### src/rtl/uart_8250_rx_peer.sv
// Serial receiver acting as link partner of uart_8250: 16x oversampled start/data/parity/stop
// recovery with 8250 divisor/LCR encoding and a valid/acknowledge character output.
`timescale 1ns/1ps
module uart_8250_rx_peer #(
    parameter logic [15:0] DIV_RST = 16'd1
) (
    input  logic        CLK_I,
    input  logic        RST_I,
    input  logic [15:0] DIV_I,
    input  logic [5:0]  LCR_I,
    input  logic        RXD_I,
    input  logic        ACK_I,
    output logic [7:0]  DAT_O,
    output logic        VLD_O,
    output logic        PE_O,
    output logic        FE_O,
    output logic        BI_O,
    output logic        OE_O,
    output logic        BUSY_O
);
    localparam logic [2:0] S_IDLE    = 3'd0;
    localparam logic [2:0] S_START   = 3'd1;
    localparam logic [2:0] S_DATA    = 3'd2;
    localparam logic [2:0] S_PARITY  = 3'd3;
    localparam logic [2:0] S_STOP    = 3'd4;
    localparam logic [2:0] S_BRKWAIT = 3'd5;

    logic        rx_meta_q, rxs_q;
    logic [15:0] cnt_q, cnt_d, div_q, div_d, div_eff;
    logic [2:0]  state_q, state_d, bit_q, bit_d, last_bit;
    logic [3:0]  tcnt_q, tcnt_d;
    logic [7:0]  shr_q, shr_d, dat_q, dat_d;
    logic [4:0]  lcr_q, lcr_d;
    logic        par_q, par_d, pbad_q, pbad_d, par_exp, brk, tick, done;
    logic        vld_q, vld_d, pe_q, pe_d, fe_q, fe_d, bi_q, bi_d, oe_q, oe_d;
    logic        unused_lcr_stb;

    // A receiver checks only the first stop bit, so the stop-bit count is irrelevant.
    assign unused_lcr_stb = LCR_I[2];

    // The divisor is frozen for the duration of a frame.
    assign div_eff  = (state_q == S_IDLE) ? DIV_I : div_q;
    assign tick     = (div_eff != 16'd0) && (cnt_q == 16'd0);
    assign last_bit = 3'd4 + {1'b0, lcr_q[1:0]};
    assign par_exp  = lcr_q[4] ? ~lcr_q[3] : ((^shr_q) ^ ~lcr_q[3]);
    assign brk      = (shr_q == 8'd0) && !par_q && !rxs_q;

    always_comb begin
        if (div_eff == 16'd0)    cnt_d = cnt_q;
        else if (cnt_q == 16'd0) cnt_d = div_eff - 16'd1;
        else                     cnt_d = cnt_q - 16'd1;
    end

    always_comb begin
        state_d = state_q;
        tcnt_d  = tcnt_q;
        bit_d   = bit_q;
        shr_d   = shr_q;
        par_d   = par_q;
        pbad_d  = pbad_q;
        div_d   = div_q;
        lcr_d   = lcr_q;
        done    = 1'b0;
        case (state_q)
            S_IDLE: begin
                if (tick && !rxs_q) begin
                    state_d = S_START;
                    tcnt_d  = 4'd0;
                    bit_d   = 3'd0;
                    shr_d   = 8'd0;
                    par_d   = 1'b0;
                    pbad_d  = 1'b0;
                    div_d   = DIV_I;
                    lcr_d   = {LCR_I[5:3], LCR_I[1:0]};
                end
            end
            S_START: begin
                if (tick) begin
                    tcnt_d = tcnt_q + 4'd1;
                    if (tcnt_q == 4'd7) begin
                        tcnt_d  = 4'd0;
                        state_d = rxs_q ? S_IDLE : S_DATA;
                    end
                end
            end
            S_DATA: begin
                if (tick) begin
                    tcnt_d = tcnt_q + 4'd1;
                    if (tcnt_q == 4'd15) begin
                        shr_d[bit_q] = rxs_q;
                        if (bit_q == last_bit) state_d = lcr_q[2] ? S_PARITY : S_STOP;
                        else                   bit_d   = bit_q + 3'd1;
                    end
                end
            end
            S_PARITY: begin
                if (tick) begin
                    tcnt_d = tcnt_q + 4'd1;
                    if (tcnt_q == 4'd15) begin
                        par_d   = rxs_q;
                        pbad_d  = rxs_q ^ par_exp;
                        state_d = S_STOP;
                    end
                end
            end
            S_STOP: begin
                if (tick) begin
                    tcnt_d = tcnt_q + 4'd1;
                    if (tcnt_q == 4'd15) begin
                        done    = 1'b1;
                        state_d = brk ? S_BRKWAIT : S_IDLE;
                    end
                end
            end
            S_BRKWAIT: begin
                if (rxs_q) state_d = S_IDLE;
            end
            default: state_d = S_IDLE;
        endcase
        if (DIV_I == 16'd0) begin
            state_d = S_IDLE;
            done    = 1'b0;
        end
    end

    // A completion in the same cycle as an acknowledge replaces the old character cleanly.
    always_comb begin
        vld_d = vld_q;
        oe_d  = oe_q;
        dat_d = dat_q;
        pe_d  = pe_q;
        fe_d  = fe_q;
        bi_d  = bi_q;
        if (ACK_I && vld_q) begin
            vld_d = 1'b0;
            oe_d  = 1'b0;
        end
        if (done) begin
            vld_d = 1'b1;
            if (vld_q && !ACK_I) oe_d = 1'b1;
            dat_d = shr_q;
            pe_d  = pbad_q;
            fe_d  = ~rxs_q;
            bi_d  = brk;
        end
    end

    always_ff @(posedge CLK_I or posedge RST_I) begin
        if (RST_I) begin
            rx_meta_q <= 1'b1;
            rxs_q     <= 1'b1;
            cnt_q     <= DIV_RST - 16'd1;
            state_q   <= S_IDLE;
            tcnt_q    <= 4'd0;
            bit_q     <= 3'd0;
            shr_q     <= 8'd0;
            par_q     <= 1'b0;
            pbad_q    <= 1'b0;
            div_q     <= 16'd0;
            lcr_q     <= 5'd0;
            dat_q     <= 8'd0;
            vld_q     <= 1'b0;
            pe_q      <= 1'b0;
            fe_q      <= 1'b0;
            bi_q      <= 1'b0;
            oe_q      <= 1'b0;
        end else begin
            rx_meta_q <= RXD_I;
            rxs_q     <= rx_meta_q;
            cnt_q     <= cnt_d;
            state_q   <= state_d;
            tcnt_q    <= tcnt_d;
            bit_q     <= bit_d;
            shr_q     <= shr_d;
            par_q     <= par_d;
            pbad_q    <= pbad_d;
            div_q     <= div_d;
            lcr_q     <= lcr_d;
            dat_q     <= dat_d;
            vld_q     <= vld_d;
            pe_q      <= pe_d;
            fe_q      <= fe_d;
            bi_q      <= bi_d;
            oe_q      <= oe_d;
        end
    end

    assign DAT_O  = dat_q;
    assign VLD_O  = vld_q;
    assign PE_O   = pe_q;
    assign FE_O   = fe_q;
    assign BI_O   = bi_q;
    assign OE_O   = oe_q;
    assign BUSY_O = (state_q != S_IDLE);
endmodule
### config.mk
export PLATFORM = sky130hd
export DESIGN_NAME = uart_8250_rx_peer
export DESIGN_NICKNAME = d
export VERILOG_FILES = /design/src/rtl/uart_8250_rx_peer.sv
export SDC_FILE = /design/constraint.sdc
export NUM_CORES = 1
export LEC_CHECK = 0
export ABC_AREA = 1
export CAP_MARGIN = 20
export CORE_MARGIN = 3
export CORE_UTILIZATION = 57
export CTS_CLUSTER_DIAMETER = 120
export DETAILED_ROUTE_END_ITERATION = 8
export HOLD_SLACK_MARGIN = 0.15
export PLACE_DENSITY = 0.79
export SYNTH_ARGS = -nofsm -noshare
export SYNTH_HDL_FRONTEND = slang
export SYNTH_SLANG_ARGS = --single-unit
### constraint.sdc
create_clock -name CLK_I -period 3.14 [get_ports CLK_I]
set_input_delay 0.785 -clock CLK_I [delete_from_list [all_inputs] [get_ports CLK_I]]
set_output_delay 0.785 -clock CLK_I [all_outputs]
set_load 0.03 [all_outputs]
=== Word level (Yosys, flattened, before mapping) ===
Cells that the tools add are included.

* Logic and storage cells: 136
* Output and inout port bits: 14
* Bits of input ports: 26
* Flip-flop bits (word level): 72

* Magnitude comparators: 2
* Reduce and logical (&&, ||, !) cells: 29
* Multiplexer cells: 52
* Add/subtract/negate cells: 5
* Equality and inequality tests: 27
* Bitwise operators: 4

{| class="wikitable"
|+ Operators by type and width
! cell !! number
|-
| 3-bit two-way mux || 18
|-
| 16-bit logical NOT || 3
|-
| 16-bit two-way mux || 2
|-
| 16-bit by 1-bit subtractor with 16-bit output (second input constant) || 2
|-
| 3-bit != test (second input constant) || 10
|-
| 8-bit two-way mux || 3
|-
| 3-bit case mux with 6 select lines || 1
|-
| 1-bit two-way mux || 16
|-
| 4-bit two-way mux || 4
|-
| 8-bit case mux with 2 select lines || 1
|-
| 16-bit nonzero test || 1
|-
| 2-bit != test (second input constant) || 6
|-
| 4-bit case mux with 3 select lines || 1
|-
| 4-bit AND reduction || 3
|-
| 11-bit AND reduction || 1
|-
| 8-bit bitwise mux || 1
|-
| 8-bit logical NOT || 1
|-
| 8-bit XOR reduction || 1
|-
| 1-bit logical AND || 7
|-
| 3-bit by 2-bit equality test with 1-bit output (second input constant) || 2
|-
| 3-bit equality test (second input constant) || 2
|-
| 3-bit case mux with 2 select lines || 1
|-
| 2-bit nonzero test || 3
|-
| 3-bit nonzero test || 2
|-
| other kinds (21) || 27
|}

=== Logic depth before layout (Yosys ltp) ===
Gate-level depths: netlist of run 1.

* Depth in word-level cells: 8
* Mapped depth: 18

=== Worst setup path before layout of run 1 ===
OpenSTA, ideal clock, no wires.

* Path type: input to register
* Start point: input DIV_I[0]
* End point: register cnt_q[12]
* Stages on the path: 13
* Buffers on the path: 0
* Data required time: 3.024 ns
* Slack: 1.152 ns
* Arrival: 1.872 ns
* Cell sequence: inv_1 > nand3_1 > nand2_1 > nand3_1 > nand2_1 > ha_1 > nand2_1 > nor2_1 > nand3_1 > nand2_1 > nand2_1 > nand2_1 > nand2_1

* Longest elaborated chain between the ends: 3
* Elaborated cells between the ends (all ways): 4
* Classes of those cells: 1 x add/sub; 2 x mux; 1 x reduce/logical

{| class="wikitable"
|+ RTL lines
! item !! line !! source
|-
| from (decl) || 9 || <nowiki>input logic [15:0] DIV_I,</nowiki>
|-
| 16-bit two-way mux * || 42 || <nowiki>assign div_eff = (state_q == S_IDLE) ? DIV_I : div_q;</nowiki>
|-
| 16-bit by 1-bit subtractor with 16-bit output || 50 || <nowiki>else if (cnt_q == 16'd0) cnt_d = div_eff - 16'd1;</nowiki>
|-
| 16-bit two-way mux || 50 ||
|-
| to (signal assigned) || 152 || <nowiki>cnt_q <= DIV_RST - 16'd1;</nowiki>
|-
| to (signal assigned) || 170 || <nowiki>cnt_q <= cnt_d;</nowiki>
|-
| to (decl) || 29 || <nowiki>logic [15:0] cnt_q, cnt_d, div_q, div_d, div_eff;</nowiki>
|}

Every way passes the cells marked *; elsewhere a longest branch is shown, timed or not.
A chain may end at the register's enable or synchronous reset.

=== Worst setup path after layout of run 1 ===
* Start point: register state_q[1]
* End point: output BUSY_O

* Longest elaborated chain between the ends: 1

{| class="wikitable"
|+ RTL lines
! item !! line !! source
|-
| from (decl) || 30 || <nowiki>logic [2:0] state_q, state_d, bit_q, bit_d, last_bit;</nowiki>
|-
| from (signal assigned) || 171 || <nowiki>state_q <= state_d;</nowiki>
|-
| 3-bit nonzero test || 194 || <nowiki>assign BUSY_O = (state_q != S_IDLE);</nowiki>
|-
| to (decl) || 19 || <nowiki>output logic BUSY_O</nowiki>
|}

Every way passes these cells.

==> results of run 1 <==
layer usage:
| metal | GRT usage, % | part of all wire [%] | vias up |
|---|---|---|---|
| met5 | 0 | 0 | - |
| met4 | 10.2 | 1.6 | 0 |
| met3 | 4.22 | 6.0 | 13 |
| met2 | 36.9 | 44 | 137 |
| met1 | 35.8 | 49 | 2008 |
| li1 | - | - | 2187 |
state kept, by name, summed over array words and instances (netlist names), 3 cells and up, named ones only:
| name | cells |
|---|---|
| DAT_O | 8 |
| bit_q | 3 |
| cnt_q | 16 |
| div_q | 16 |
| lcr_q | 5 |
| shr_q | 8 |
| state_q | 3 |
| tcnt_q | 4 |
final cells by class:
| class | count | area (um2) | share of cell area (%) |
|---|---|---|---|
| Clock buffer | 10 | 138 | 2.61 |
| Clock inverter | 6 | 67.6 | 1.28 |
| Inverter | 91 | 344 | 6.52 |
| Multi-Input combinational cell | 471 | 2330 | 44.2 |
| Sequential cell | 72 | 1800 | 34.2 |
| Tap cell | 102 | 128 | 2.42 |
| Timing Repair Buffer | 47 | 460 | 8.73 |
synthesized netlist by cell type, types with 2 or more instances:
cell and n:
buf_2 5, o21ai_0 35, dfstp_2 2, a31oi_1 5, nor2_4 2, nand4_1 28, nand2_4 3, nand3_4 3
nand3_2 2, xor2_1 4, nand2_2 6, or2_2 5, clkbuf_1 2, nand3_1 47, a21oi_1 8, nand2_1 188
buf_4 5, nor2_2 5, o21ai_1 35, nor3_1 11, buf_6 8, inv_1 89, or2_1 4, dfrtp_1 70
xnor2_1 2, nor2_1 60, ha_1 7
worst max-delay path, cell delays in order (launching register included):
cell and delay [ps]:
dfrtp_1 440, inv_1 210, nand2_4 270, clkdlybuf4s50_1 720
metrics by stage:
stage | hold WS [ps] | std cells | util [%] | total power (W)
after global routing | 367 | 799 | 67.6 | 0.00411
after global placement | 346 | 783 | 64.9 | 0.00292
after CTS | 361 | 799 | 67.6 | 0.00376
final | 359 | 799 | 67.6 | 0.00378
after floorplan | 345 | 654 | - | 0.00266
after detailed placement | 349 | 783 | 64.9 | 0.00298
power by group through the flow:
stage | clock (W) | sequential, W | combinational [W]
floorplan | 0 | 0.00114 | 0.00152
global placement | 0 | 0.00117 | 0.00175
detailed placement | 0 | 0.00117 | 0.00181
CTS | 0.000785 | 0.00116 | 0.00182
global route | 0.000835 | 0.00118 | 0.00210
finish | 0.000777 | 0.00116 | 0.00184
cell families after synthesis:
group | count (synthesis) | share of synthesized area, %
AOI/OAI and AO/OA | 91 | 10.6
xor gates and xnor gates | 6 | 1.13
adders and majority gates | 7 | 1.89
DFF | 72 | 38.9
and+or+nand+nor | 367 | 36.6
buffers and inverters | 111 | 10.9
worst max-delay path by stage:
stage / startpoint / to / slack (ps) / cells after the start
floorplan: RST_I / BI_O / 530 / 1
global placement: DIV_I[6] / lcr_q[2] / 380 / 14
detailed placement: DIV_I[6] / lcr_q[2] / 260 / 14
CTS: state_q[1] / BUSY_O / 380 / 3
global route: state_q[1] / BUSY_O / 280 / 3
finish: state_q[1] / BUSY_O / 360 / 3
placed cells by master (no fill, tap or decap), drive strengths merged, types with 2 or more instances in the layout:
master           n
xnor2            2
dfstp            2
nand4           29
nand3           52
clkinv           2
dfrtp           70
nand2          197
clkbuf          10
o21ai           71
clkinvlp         2
nor2            68
or2              9
ha               7
buf              9
nor3            11
clkdlybuf4s50   38
a31oi            5
inv             92
xor2             4
a21oi            9
==> results.yml, run 1 <==
status:
  status: "complete, no violations"
logic_synthesis:
  synthCells: 654
  synth_nets: 687
  synth-main-ff-cell: "dfrtp_1"
  ys.warnings.count: 0
  yosysTopAreaCell: "dfrtp_1"
  yosys-top-cells-area: "dfrtp_1 38%, nand2_1 15%, inv_1 7.2%"
  ys_types: 40
  ys_seq_area_share_pct: 38.9
  synth_area_per_cell_um2: 7.10
  synth_edf_count: 0
  syn_area_um2: 4640
  postSynth.asyncResetShare_pct: 100
  yosys.area.top_type_share_pct: 37.7
  ys_seq_elements: 72
sta:
  finalHoldViolCount: 0
  setup_tns_ps: 0
  slew_viol_final: 0
  fin_crit_sh_pct: 88.5
  fin_crit_ps: 2780
  setup_violations: 0
  slew_headroom_pct: 55.4
  layout_setup_ws_ps: 362
  rsz0062_at_grt: "no"
  worst_pin_slew_ps: 664
  skew_ps: 8.04
  fmax_ghz: 0.360
drt:
  num_vias: 4345
  post_drt_via_cell_ratio: 5.44
  wire_per_inst_um: 13.3
  drc: 0
  totalWireLength_um: 10600
  drt_iter0_drc: 289
  drtPass1Iterations: 5
  ant_nets: 0
min_path:
  holdPathEnd: "rxs_q"
  whs_path_depth: 0
  holdCritStartpoint: "rx_meta_q"
  hold_path.class: "register to register"
final_layout:
  fillCellCount: 709
  fin_area_um2: 5280
  drive_above_1_share_pct: 8.61
  layout.nets: 725
  diodes: 0
  area_growth_syn_to_layout_pct: 13.6
setup_path:
  arrival_ps: 1990
  crit_fanout: 23
  worst-r2r-setup-slack_ps: 570
  rr_worst_depth: 10
  r2r-end: "lcr_q[2]"
  crit_path_end_kind: "output port"
  crit_type: "register to output port"
  worstPathRequired_ps: 2350
  r2r_start: "cnt_q[1]"
  cp-start-kind: "register"
clock_tree:
  cts_buffers: 9
  cts_max_path_buffers: 2
  clock_latency_ps: 350
  cts_tree: "done"
  ctsHoldBuffers: 0
  cts-root-buf: "clkbuf_8"
  clkTransAtPathRegs_ps: 80
  post-cts-setup-buffer-count: 0
  ctsHtreeMaxLevel: 3
  cts_num_sinks: 72
  cts_resized: 0
run:
  drv_cap: 0
global_routing:
  grt_overflow: 0
  gr-usage-all-layers_pct: 24.8
  antenna_found_initial: 0
  grt_pass1_wl_um: 17900
  grt_max_degree: 43
  grt_pass1_vias: 3874
pwr:
  p_per_area_nw_per_um2: 717
  p_seq_share_pct: 30.8
  p_leak_nw: 2.59
  irDropWorstVdd_v: 0.000446
  swShare_pct: 46.5
  switchingPower_w: 0.00176
  intPower_w: 0.00202
  power.share.combinational_pct: 48.7
  clkPwrFrac_pct: 20.6
floorplanning:
  die_width_um: 96.2
  die_h_um: 96.2
  core_um2: 7810
  ios: 40
  initial_core_util_pct: 59.5
  core.rowCount: 32
  design.die.area_um2: 9260
placement:
  place_ws_ps: 264
  placed_cell_area_um2: 5070
  hpwl_um: 7860
  place.gp.congestion: 0.951
  port_buffers: 38
Note: power is estimated with default switching activity, not from simulation.
==> run 2: changes to the inputs <==
--- a/config.mk
+++ b/config.mk
@@ -8,11 +8,10 @@
 export ABC_AREA = 1
 export CAP_MARGIN = 20
 export CORE_MARGIN = 3
-export CORE_UTILIZATION = 57
+export CORE_UTILIZATION = 45
 export CTS_CLUSTER_DIAMETER = 120
 export DETAILED_ROUTE_END_ITERATION = 8
 export HOLD_SLACK_MARGIN = 0.15
-export PLACE_DENSITY = 0.79
 export SYNTH_ARGS = -nofsm -noshare
 export SYNTH_HDL_FRONTEND = slang
 export SYNTH_SLANG_ARGS = --single-unit
==> results.yml, run 2 (synthesized netlist as in run 1, its figures left out) <==
drt:
  num_vias: 4193
  drt_iter0_drc: 331
  post_drt_via_cell_ratio: 5.06
  ant_nets: 0
  wire_per_inst_um: 13.2
  drtPass1Iterations: 5
  drc: 0
  totalWireLength_um: 10900
global_routing:
  grt_overflow: 0
  antenna_found_initial: 0
  grt_pass1_vias: 3956
  grt_max_degree: 43
  grt_pass1_wl_um: 19000
  gr-usage-all-layers_pct: 20.5
clock_tree:
  ctsHtreeMaxLevel: 3
  clock_latency_ps: 370
  cts-root-buf: "clkbuf_8"
  post-cts-setup-buffer-count: 0
  cts_resized: 0
  clkTransAtPathRegs_ps: 80
  cts_num_sinks: 72
  cts_buffers: 9
  cts_tree: "done"
  ctsHoldBuffers: 0
  cts_max_path_buffers: 2
final_layout:
  drive_above_1_share_pct: 8.20
  final_cell_mix: "188 x nand2_1, 88 x inv_1, 70 x dfrtp_1"
  fillCellCount: 991
  multi_input_area_um2: 2330
  register_area_um2: 1800
  diodes: 0
  fin_area_um2: 5290
  final_common_cell: "nand2_1"
  layout.nets: 723
  area_growth_syn_to_layout_pct: 14.0
  top_regs: "cnt_q x16, div_q x16"
sta:
  fin_crit_ps: 2750
  fin_crit_sh_pct: 87.6
  fmax_ghz: 0.364
  worst_pin_slew_ps: 656
  skew_ps: 15.8
  layout_setup_ws_ps: 389
  slew_headroom_pct: 56.2
  slew_viol_final: 0
  setup_violations: 0
  rsz0062_at_grt: "no"
  finalHoldViolCount: 0
  setup_tns_ps: 0
setup_path:
  crit_fanout: 23
  cp-start-kind: "register"
  crit_type: "register to output port"
  crit_path_end_kind: "output port"
  worstPathRequired_ps: 2350
  arrival_ps: 1970
pwr:
  irDropWorstVdd_v: 0.000349
  p_per_area_nw_per_um2: 711
  p_leak_nw: 2.57
placement:
  port_buffers: 38
  place_ws_ps: 312
  place.gp.congestion: 0.901
  hpwl_um: 8040
  placed_cell_area_um2: 5090
floorplanning:
  core.rowCount: 36
  ios: 40
  design.die.area_um2: 11600
  die_h_um: 108
  core_um2: 9910
  initial_core_util_pct: 46.8
  die_width_um: 108
min_path:
  hold_path.class: "register to register"
run:
  drv_cap: 0
status:
  status: "complete, no violations"
run 2: changes by cell type in the layout (fill, tap and decap cells not counted), sizes merged:
cell      change
buf           -2
clkinv        +1
clkinvlp      -1
run 2: power breakdown:
part	internal [W]	switching (W)	total [W]
Sequential	0.00105	0.000106	0.00116
Clock	0.000372	0.000398	0.000770
Combinational	0.000577	0.00125	0.00183
Total	0.00200	0.00176	0.00376
run 2: layout make-up:
| type | count | area share (%) |
|---|---|---|
| multi-input cells | 471 | 44.1 |
| flip-flops and latches | 72 | 34.1 |
| repair buffers | 45 | 8.42 |
| inverters | 91 | 6.50 |
| well taps | 133 | 3.15 |
| clock buffers | 10 | 2.41 |
| clock inverters | 6 | 1.30 |
run 2: stage by stage:
step,util (%),hold slack (ps),std cells,total power (W)
after floorplan,-,345,654,0.00266
after global placement,51.4,349,812,0.00297
after detailed placement,51.4,347,812,0.00300
after CTS,53.4,365,828,0.00377
after global routing,53.4,367,828,0.00410
final,53.4,362,828,0.00376
run 2: metal layers:
metal,GRT usage [%],wire [um],vias to the layer above
met4,5.14,91,0
met5,0,0,-
met2,28.7,4460,95
li1,-,-,2181
met1,31.7,5730,1909
met3,4.56,655,8
run 2: final timing paths:
path | start | endpoint | slack, ps | depth (start not counted)
min reg2reg | rx_meta_q | rxs_q | 360 | 0
max in group asynchronous | RST_I | div_q[14] | 1630 | 3
max reg2reg | state_q[2] | div_q[5] | 570 | 13
min in group asynchronous | RST_I | shr_q[3] | 840 | 2
min | rx_meta_q | rxs_q | 360 | 0
max | state_q[2] | BUSY_O | 390 | 3
run 2: critical path: stages, from the launching register on:
cell	delay, ps
dfrtp_1	500
nor2_8	250
nand2_4	200
clkdlybuf4s50_1	650
==> run 3: changes to the inputs <==
--- a/config.mk
+++ b/config.mk
@@ -10,7 +10,9 @@
 export CORE_MARGIN = 3
 export CORE_UTILIZATION = 45
 export CTS_CLUSTER_DIAMETER = 120
+export CTS_CLUSTER_SIZE = 10
 export DETAILED_ROUTE_END_ITERATION = 8
+export GPL_TIMING_DRIVEN = 0
 export HOLD_SLACK_MARGIN = 0.15
 export SYNTH_ARGS = -nofsm -noshare
 export SYNTH_HDL_FRONTEND = slang
==> results.yml, run 3 (synthesized netlist as in run 1, its figures left out) <==
floorplanning:
  die_h_um: 108
  ios: 40
  die_width_um: 108
  design.die.area_um2: 11600
  initial_core_util_pct: 46.8
  core.rowCount: 36
  core_um2: 9910
sta:
  worst_pin_slew_ps: 693
  fmax_ghz: 0.372
  finalHoldViolCount: 0
  slew_headroom_pct: 53.5
  fin_crit_ps: 2690
  setup_violations: 0
  slew_viol_final: 0
  skew_ps: 12.1
  rsz0062_at_grt: "no"
  setup_tns_ps: 0
  timing.hold.ws_ps: 360
  fin_crit_sh_pct: 85.6
placement:
  placed_cell_area_um2: 5220
  hpwl_um: 8750
  port_buffers: 38
  place.gp.congestion: 0.909
pwr:
  p_leak_nw: 2.62
  p_per_area_nw_per_um2: 698
  irDropWorstVdd_v: 0.000503
run:
  drv_cap: 0
setup_path:
  arrival_ps: 1900
  worstPathRequired_ps: 2350
  crit_type: "register to output port"
  r2r_start: "state_q[0]"
  crit_fanout: 10
  worst-r2r-setup-slack_ps: 750
  r2r-end: "cnt_q[14]"
  crit_path_end_kind: "output port"
  cp-start-kind: "register"
  rr_worst_depth: 16
drt:
  drtPass1Iterations: 5
  post_drt_via_cell_ratio: 5.08
  drc: 0
  ant_nets: 0
  wire_per_inst_um: 13.7
  num_vias: 4281
  totalWireLength_um: 11500
  drt_iter0_drc: 252
min_path:
  holdCritStartpoint: "rx_meta_q"
  hold_path.class: "register to register"
  holdPathEnd: "rxs_q"
  whs_path_depth: 0
clock_tree:
  clkTransAtPathRegs_ps: 70
  ctsHoldBuffers: 0
  ctsHtreeMaxLevel: 3
  cts_buffers: 9
  cts_num_sinks: 72
  cts-root-buf: "clkbuf_8"
  cts_tree: "done"
  clock_latency_ps: 370
  cts_max_path_buffers: 2
  post-cts-setup-buffer-count: 0
  cts_resized: 0
global_routing:
  grt_max_degree: 55
  gr-usage-all-layers_pct: 21.8
  antenna_found_initial: 0
  grt_pass1_vias: 4036
  grt_overflow: 0
  grt_pass1_wl_um: 19800
final_layout:
  fillCellCount: 1002
  final_cell_mix: "188 x nand2_1, 88 x inv_1, 70 x dfrtp_1"
  top_regs: "cnt_q x16, div_q x16"
  drive_above_1_share_pct: 9.59
  final_common_cell: "nand2_1"
  layout.nets: 737
  final_core_util_pct: 54.2
  fin_area_um2: 5380
  area_growth_syn_to_layout_pct: 15.8
  diodes: 0
status:
  status: "complete, no violations"
==> run 3: cell count changes in the layout (fill, tap and decap cells not counted), sizes merged <==
| cell | change |
|---|---|
| buf | +12 |
| inv | -1 |
| clkinvlp | -1 |
| clkinv | +2 |
| clkbuf | +3 |
| bufinv | -1 |
==> run 3: power by group <==
group / internal (W) / switching (W)
Combinational: 0.000668 / 0.00130
Sequential: 0.00105 / 0.0000884
Clock: 0.000280 / 0.000355
Total: 0.00200 / 0.00175
==> run 3: how the worst max path moves through the flow <==
stage                           from    endpoint  slack, ps  cells after the start
final                     state_q[0]      BUSY_O        450                      4
after global routing      state_q[0]      BUSY_O        370                      4
after CTS                 state_q[0]      BUSY_O        430                      4
after detailed placement    DIV_I[8]    DAT_O[4]        320                      8
after global placement         RST_I  state_q[2]       -760                      2
after floorplan                RST_I        BI_O        530                      1
==> run 3: critical path, cell delays in order, from the launching register on <==
cell	delay (ps)
dfrtp_1	470
nor2_8	230
nand2_4	100
buf_6	150
clkdlybuf4s50_1	590
==> run 3: metal layers <==
| layer | vias up | share of wire [%] | track usage [%] |
|---|---|---|---|
| met4 | 0 | 0.47 | 5.50 |
| met2 | 89 | 43 | 31.5 |
| met5 | - | 0 | 0 |
| met1 | 1984 | 52 | 32.3 |
| met3 | 4 | 4.8 | 5.70 |
| li1 | 2204 | - | - |
==> run 3: final cells by class <==
| cell class | count | area [um2] | area share (%) |
|---|---|---|---|
| clock inverter | 5 | 25.0 | 0.466 |
| tap | 133 | 166 | 3.10 |
| clock buffer | 11 | 131 | 2.44 |
| inverter | 91 | 347 | 6.45 |
| buffer | 20 | 160 | 2.98 |
| sequential | 72 | 1800 | 33.6 |
| timing repair buffer | 39 | 408 | 7.59 |
| multi-input combinational | 471 | 2330 | 43.4 |
==> run 3: per-stage QoR <==
stage,instances,total power (W),setup WS (ps)
final,842,0.00375,451
after global routing,842,0.00410,375
after CTS,842,0.00377,427
after detailed placement,826,0.00312,322
after global placement,825,0.00309,-764
after floorplan,654,0.00266,533
==> edit 1: new RTL, config.mk and constraints of run 3 <==
Register the inputs `DIV_I` and `RXD_I` before use. The logic sees them one clock later. The other inputs are not delayed to match.
--- a/src/rtl/uart_8250_rx_peer.sv
+++ b/src/rtl/uart_8250_rx_peer.sv
@@ -26,4 +26,12 @@
     localparam logic [2:0] S_BRKWAIT = 3'd5;
 
+    logic [15:0] DIV_I_q;
+    logic RXD_I_q;
+
+    always_ff @(posedge CLK_I) begin
+        DIV_I_q <= DIV_I;
+        RXD_I_q <= RXD_I;
+    end
+
     logic        rx_meta_q, rxs_q;
     logic [15:0] cnt_q, cnt_d, div_q, div_d, div_eff;
@@ -40,5 +48,5 @@
 
     // The divisor is frozen for the duration of a frame.
-    assign div_eff  = (state_q == S_IDLE) ? DIV_I : div_q;
+    assign div_eff  = (state_q == S_IDLE) ? DIV_I_q : div_q;
     assign tick     = (div_eff != 16'd0) && (cnt_q == 16'd0);
     assign last_bit = 3'd4 + {1'b0, lcr_q[1:0]};
@@ -71,5 +79,5 @@
                     par_d   = 1'b0;
                     pbad_d  = 1'b0;
-                    div_d   = DIV_I;
+                    div_d   = DIV_I_q;
                     lcr_d   = {LCR_I[5:3], LCR_I[1:0]};
                 end
@@ -118,5 +126,5 @@
             default: state_d = S_IDLE;
         endcase
-        if (DIV_I == 16'd0) begin
+        if (DIV_I_q == 16'd0) begin
             state_d = S_IDLE;
             done    = 1'b0;
@@ -166,5 +174,5 @@
             oe_q      <= 1'b0;
         end else begin
-            rx_meta_q <= RXD_I;
+            rx_meta_q <= RXD_I_q;
             rxs_q     <= rx_meta_q;
             cnt_q     <= cnt_d;
Formal check against the unedited RTL: not equivalent (Yosys sat finds a counterexample within 4 cycles, from zero or initial values and one cycle with RST_I high).
==> edit 1 against run 3 <==
  * Area after synthesis up 3.2%
  * Utilization down 0.37 points
  * Setup slack worse by 0.014 ns
  * Routed wire length down 7.1%
  * Sequential cell count up 17
  * Clock skew about the same
  * Global-route usage down 2.4 points
  * Cell area up 3.5%
  * Highest routed layer unchanged
Power is not compared: it rests on default switching activity, and its combinational part moved more than twofold at a synthesized area within 25%.
==> edit 1: results (changes against run 3) <==
share of cells above drive strength 1=7.961% (-1.6 points); via count=4211 (-1.6%); number of buffers added on ports=38 (unchanged); Nets=744 (+0.95%); Worst Clk Skew=0.01230 ns (+0.0002197 ns); Routability Congestion=0.8848 (-2.6%); largest registers=DIV_I_q: 16 flops, cnt_q: 16 flops, div_q: 16 flops; ranking of synthesized cells by area=dfrtp_1 37%, nand2_1 15%, inv_1 7.6%; Async SR Flop Fraction=80.90% (-19 points); vias per cell=4.942 (-2.8%); HPWL after DPL=8111 microns (-7.3%); Post-Synthesis Cells=661 (+1.1%); post-synthesis adder-cell area fraction=1.828% (-0.059 points); CP Max Fanout=10 (unchanged); Seq/Total Area, Yosys=44.75% (+5.9 points); pin count of the biggest net entering global routing=58 (+5.5%); run status=completed; xor/xnor share of the synthesized area=1.462% (+0.33 points); dpl ws=0.7485 ns (+0.4264 ns); Final Hold Vio Count=0 (unchanged); Initial DRT Pass Iterations=4 (-1); # fillers=1023 (+2.1%); initial antenna violation count=0 (unchanged); ANT cells=0 (unchanged); Yosys warnings=0 (unchanged); WL final=10720 microns (-7.1%); first-pass GRT wire length=18300 microns (-7.7%); P_leak=2.881 nW; Cell Count Post-Placement=836 (+1.2%); synth cell count leaders=194 x nand2_1, 97 x inv_1, 70 x dfrtp_1; GRT Total Usage=19.38% (-2.4 points); dpl cell area=5373 sq um (+2.9%); CP arrival=1.92 ns (+0.02 ns); Worst-path clk slew=0.10 ns (+0.03 ns); vias in the first global route=3928 (-2.7%); DR iter-0 viols=271 (+7.5%); Worst Max-Slew Pin Slew=0.5339 ns (-0.1588 ns); Mapped Nets=694 (+1.0%); Yosys cell types=36 (-10%); compound-gate portion of the synthesized area=8.564% (-2.1 points)
[edit 1: cell types whose count changed in the layout (fill, tap and decap cells not counted), moves of 4 or more]
cell,run 3,this run
o21ai_1,35,15
nand2_1,188,194
inv_1,88,96
a31oi_1,5,1
nand3_1,47,43
buf_6,8,2
or2_1,4,0
nor3_1,11,5
nor2_1,60,64
nor4_1,0,5
o21ai_0,35,52
dfxtp_1,0,17
[edit 1: worst max-delay path: cells and delay by family, from the launching register on]
kind | cells | cell delay, ns
flops | 1 | 0.48
simple gates | 2 | 0.30
buf+inv | 2 | 0.77
[edit 1: final timing paths]
check / startpoint / end / slack, ns / cells past startpoint
worst min register to register: RXD_I_q / rx_meta_q / 0.30 / 0
worst min-delay path: RXD_I_q / rx_meta_q / 0.30 / 0
min in group asynchronous: RST_I / cnt_q[10] / 0.70 / 2
worst max-delay path: state_q[0] / BUSY_O / 0.44 / 4
worst max register to register: cnt_q[6] / cnt_q[10] / 0.74 / 14
max in group asynchronous: RST_I / rxs_q / 1.83 / 3
[edit 1: through the flow]
stage | hold slack [ns] | utilization, %
global placement | 0.2864 | 51.75
global route | 0.3084 | 53.87
finish | 0.2989 | 53.87
CTS | 0.2998 | 53.87
detailed placement | 0.2861 | 52.04
floorplan | 0.2839 | -
[edit 1: area by class of cell]
type | instances | area share, %
Tap cell | 136 | 3.060
Clock buffer | 11 | 2.745
Multi-Input combinational cell | 451 | 38.58
Sequential cell | 89 | 38.56
Timing Repair Buffer | 39 | 7.334
Clock inverter | 5 | 0.6524
Buffer | 21 | 2.272
Inverter | 100 | 6.794
[edit 1: power breakdown]
| part | switching, W | leakage (nW) | internal, W |
|---|---|---|---|
| logic | 0.000312 | 1.73 | 0.000169 |
| registers | 0.0000562 | 1.05 | 0.00124 |
| clock network | 0.000431 | 0.0992 | 0.000341 |
| total | 0.000800 | 2.88 | 0.00175 |
[edit 1: cells by family (layout without fill, tap and decap cells)]
logic type      after synthesis  count (layout)
simple gates                357             357
buf+inv                     121             176
flops                        89              89
compound gates               79              79
xor+xnor                      8               8
fa+ha+maj                     7               7
[edit 1: layer usage]
| layer | GRT usage [%] | part of all wire (%) | vias to the layer above |
|---|---|---|---|
| met2 | 28.90 | 43 | 82 |
| met4 | 6.055 | 1.1 | 0 |
| met1 | 28.30 | 51 | 1925 |
| li1 | - | - | 2195 |
| met5 | 0 | 0 | - |
| met3 | 3.908 | 4.4 | 9 |
==> edit 2: new RTL, config.mk and constraints of run 3 <==
Without the edit above. `dat_q` no longer has a reset.
--- a/src/rtl/uart_8250_rx_peer.sv
+++ b/src/rtl/uart_8250_rx_peer.sv
@@ -159,5 +159,4 @@
             div_q     <= 16'd0;
             lcr_q     <= 5'd0;
-            dat_q     <= 8'd0;
             vld_q     <= 1'b0;
             pe_q      <= 1'b0;
@@ -177,5 +176,4 @@
             div_q     <= div_d;
             lcr_q     <= lcr_d;
-            dat_q     <= dat_d;
             vld_q     <= vld_d;
             pe_q      <= pe_d;
@@ -184,4 +182,8 @@
             oe_q      <= oe_d;
         end
+    end
+
+    always_ff @(posedge CLK_I) begin
+        dat_q <= dat_d;
     end
 
Behaviour: no difference found for any inputs over 10 cycles, from zero or initial values and one cycle with RST_I high; that may be too few to reach the edited logic, so the function may still have changed.
==> edit 2 against run 3 <==
  * Sequential cell count is the same
  * Routed wire length shrank 6.6%
  * Clock power grew 16%
  * Maximum frequency shrank 6.4%
  * Cell area shrank 4.1%
  * Area after synthesis shrank 4.8%
  * Setup slack lost 0.18 ns
  * Via count shrank 5.9%
  * Final cell count shrank 4.9%
  * Total power shrank 7.2%
==> edit 2: results (changes against run 3) <==
share of cells above drive strength 1=9.226% (-0.36 points); P_leak=2.544 nW (-3.1%); DR iter-0 viols=207 (-18%); synth cell count leaders=178 x nand2_1, 97 x inv_1, 62 x dfrtp_1; initial antenna violation count=0 (unchanged); first-pass GRT wire length=18210 microns (-8.1%); max-cap violation count=0 (unchanged); Async SR Flop Fraction=88.89% (-11 points); dpl ws=0.1917 ns (-0.1304 ns); CP arrival=2.09 ns (+0.19 ns); ranking of synthesized cells by area=dfrtp_1 35%, nand2_1 15%, inv_1 8.2%; pin count of the biggest net entering global routing=65 (+18%); EDFF count, synth=8 (+8); GRT Total Usage=20.34% (-1.5 points); # fillers=950 (-5.2%); Seq/Total Area, Yosys=41.73% (+2.9 points); vias per cell=5.029 (-1.1%); Mapped Nets=651 (-5.2%); number of post-CTS setup repair buffers=0 (unchanged); Worst Clk Skew=0.01623 ns (+0.004144 ns); worst vdd ir=0.2677 mV (-47%); largest registers=cnt_q: 16 flops, div_q: 16 flops; Routability Congestion=0.8711 (-4.1%); slew margin rel.=47.59% (-5.9 points); Worst-path clk slew=0.09 ns (+0.02 ns); CP Max Fanout=10 (unchanged); run status=completed; WL final=10780 microns (-6.6%); Finish-stage setup viols=0 (unchanged); Post-Synthesis Cells=618 (-5.5%); HPWL after DPL=8152 microns (-6.8%); Cell Count Post-Placement=785 (-5.0%); share of the synthesized area in the top cell type=35.11% (-2.6 points); Nets=700 (-5.0%); Critical Path Max Stage Delay=0.61 ns (+0.02 ns); vias in the first global route=3658 (-9.4%); Yosys cell types=38 (-5.0%); Finished Layout Cells=801 (-4.9%)
==> edit 2: cell count changes in the layout (fill, tap and decap cells not counted), moves of 10 or more <==
cell     before  now
o21ai_0      35   49
nand2_1     188  178
o21ai_1      35   12
nor2_1       60   47
==> edit 2: worst paths after layout <==
kind	startpoint	end	slack, ns	cells past startpoint
worst max-delay path	state_q[0]	BUSY_O	0.27	4
worst min-delay path	rx_meta_q	rxs_q	0.36	0
worst max register to register	state_q[0]	cnt_q[14]	0.41	16
worst min register to register	rx_meta_q	rxs_q	0.36	0
max in group asynchronous	RST_I	lcr_q[2]	1.69	2
min in group asynchronous	RST_I	asynchronous set/reset pin	0.94	2
==> edit 2: cells by family after synthesis <==
logic type	share of synthesized area (%)
AO/OA/AOI/OAI	9.683
flip-flops	41.73
adder cells (fa/ha/maj)	1.982
buffers and inverters	10.96
XOR/XNOR	1.189
AND/OR/NAND/NOR	34.46
==> edit 2: final cells by class <==
cell class / instances / area (sq um) / area share, %
Multi-Input combinational cell: 429 / 2091 / 40.57
Clock inverter: 7 / 66.31 / 1.287
Sequential cell: 72 / 1844 / 35.79
Tap cell: 129 / 161.4 / 3.132
Clock buffer: 9 / 123.9 / 2.404
Buffer: 19 / 116.4 / 2.258
Inverter: 98 / 370.4 / 7.186
Timing Repair Buffer: 38 / 380.4 / 7.380
==> edit 2: report_power, final <==
part           internal [W]  switching, W  leakage [nW]
logic              0.000541       0.00108          1.56
clock network      0.000311      0.000426        0.0991
registers           0.00105     0.0000767         0.880
==> edit 2: layer usage <==
metal | part of all wire, % | vias to the layer above | wire length, microns | GRT usage [%]
met5 | 0 | - | 0 | 0
met4 | 0.82 | 0 | 88 | 4.592
met3 | 4.1 | 9 | 439 | 2.471
met2 | 41 | 80 | 4449 | 29.70
met1 | 54 | 1853 | 5807 | 31.96
li1 | - | 2086 | - | -
==> edit 2: metrics by stage <==
stage	hold WS [ns]	instance area, sq um
6_report	0.3595	5154
5_1_grt	0.3636	5154
4_1_cts	0.3600	5154
2_1_floorplan	0.3452	4419
3_3_place_gp	0.3465	4961
3_5_place_dp	0.3473	4964
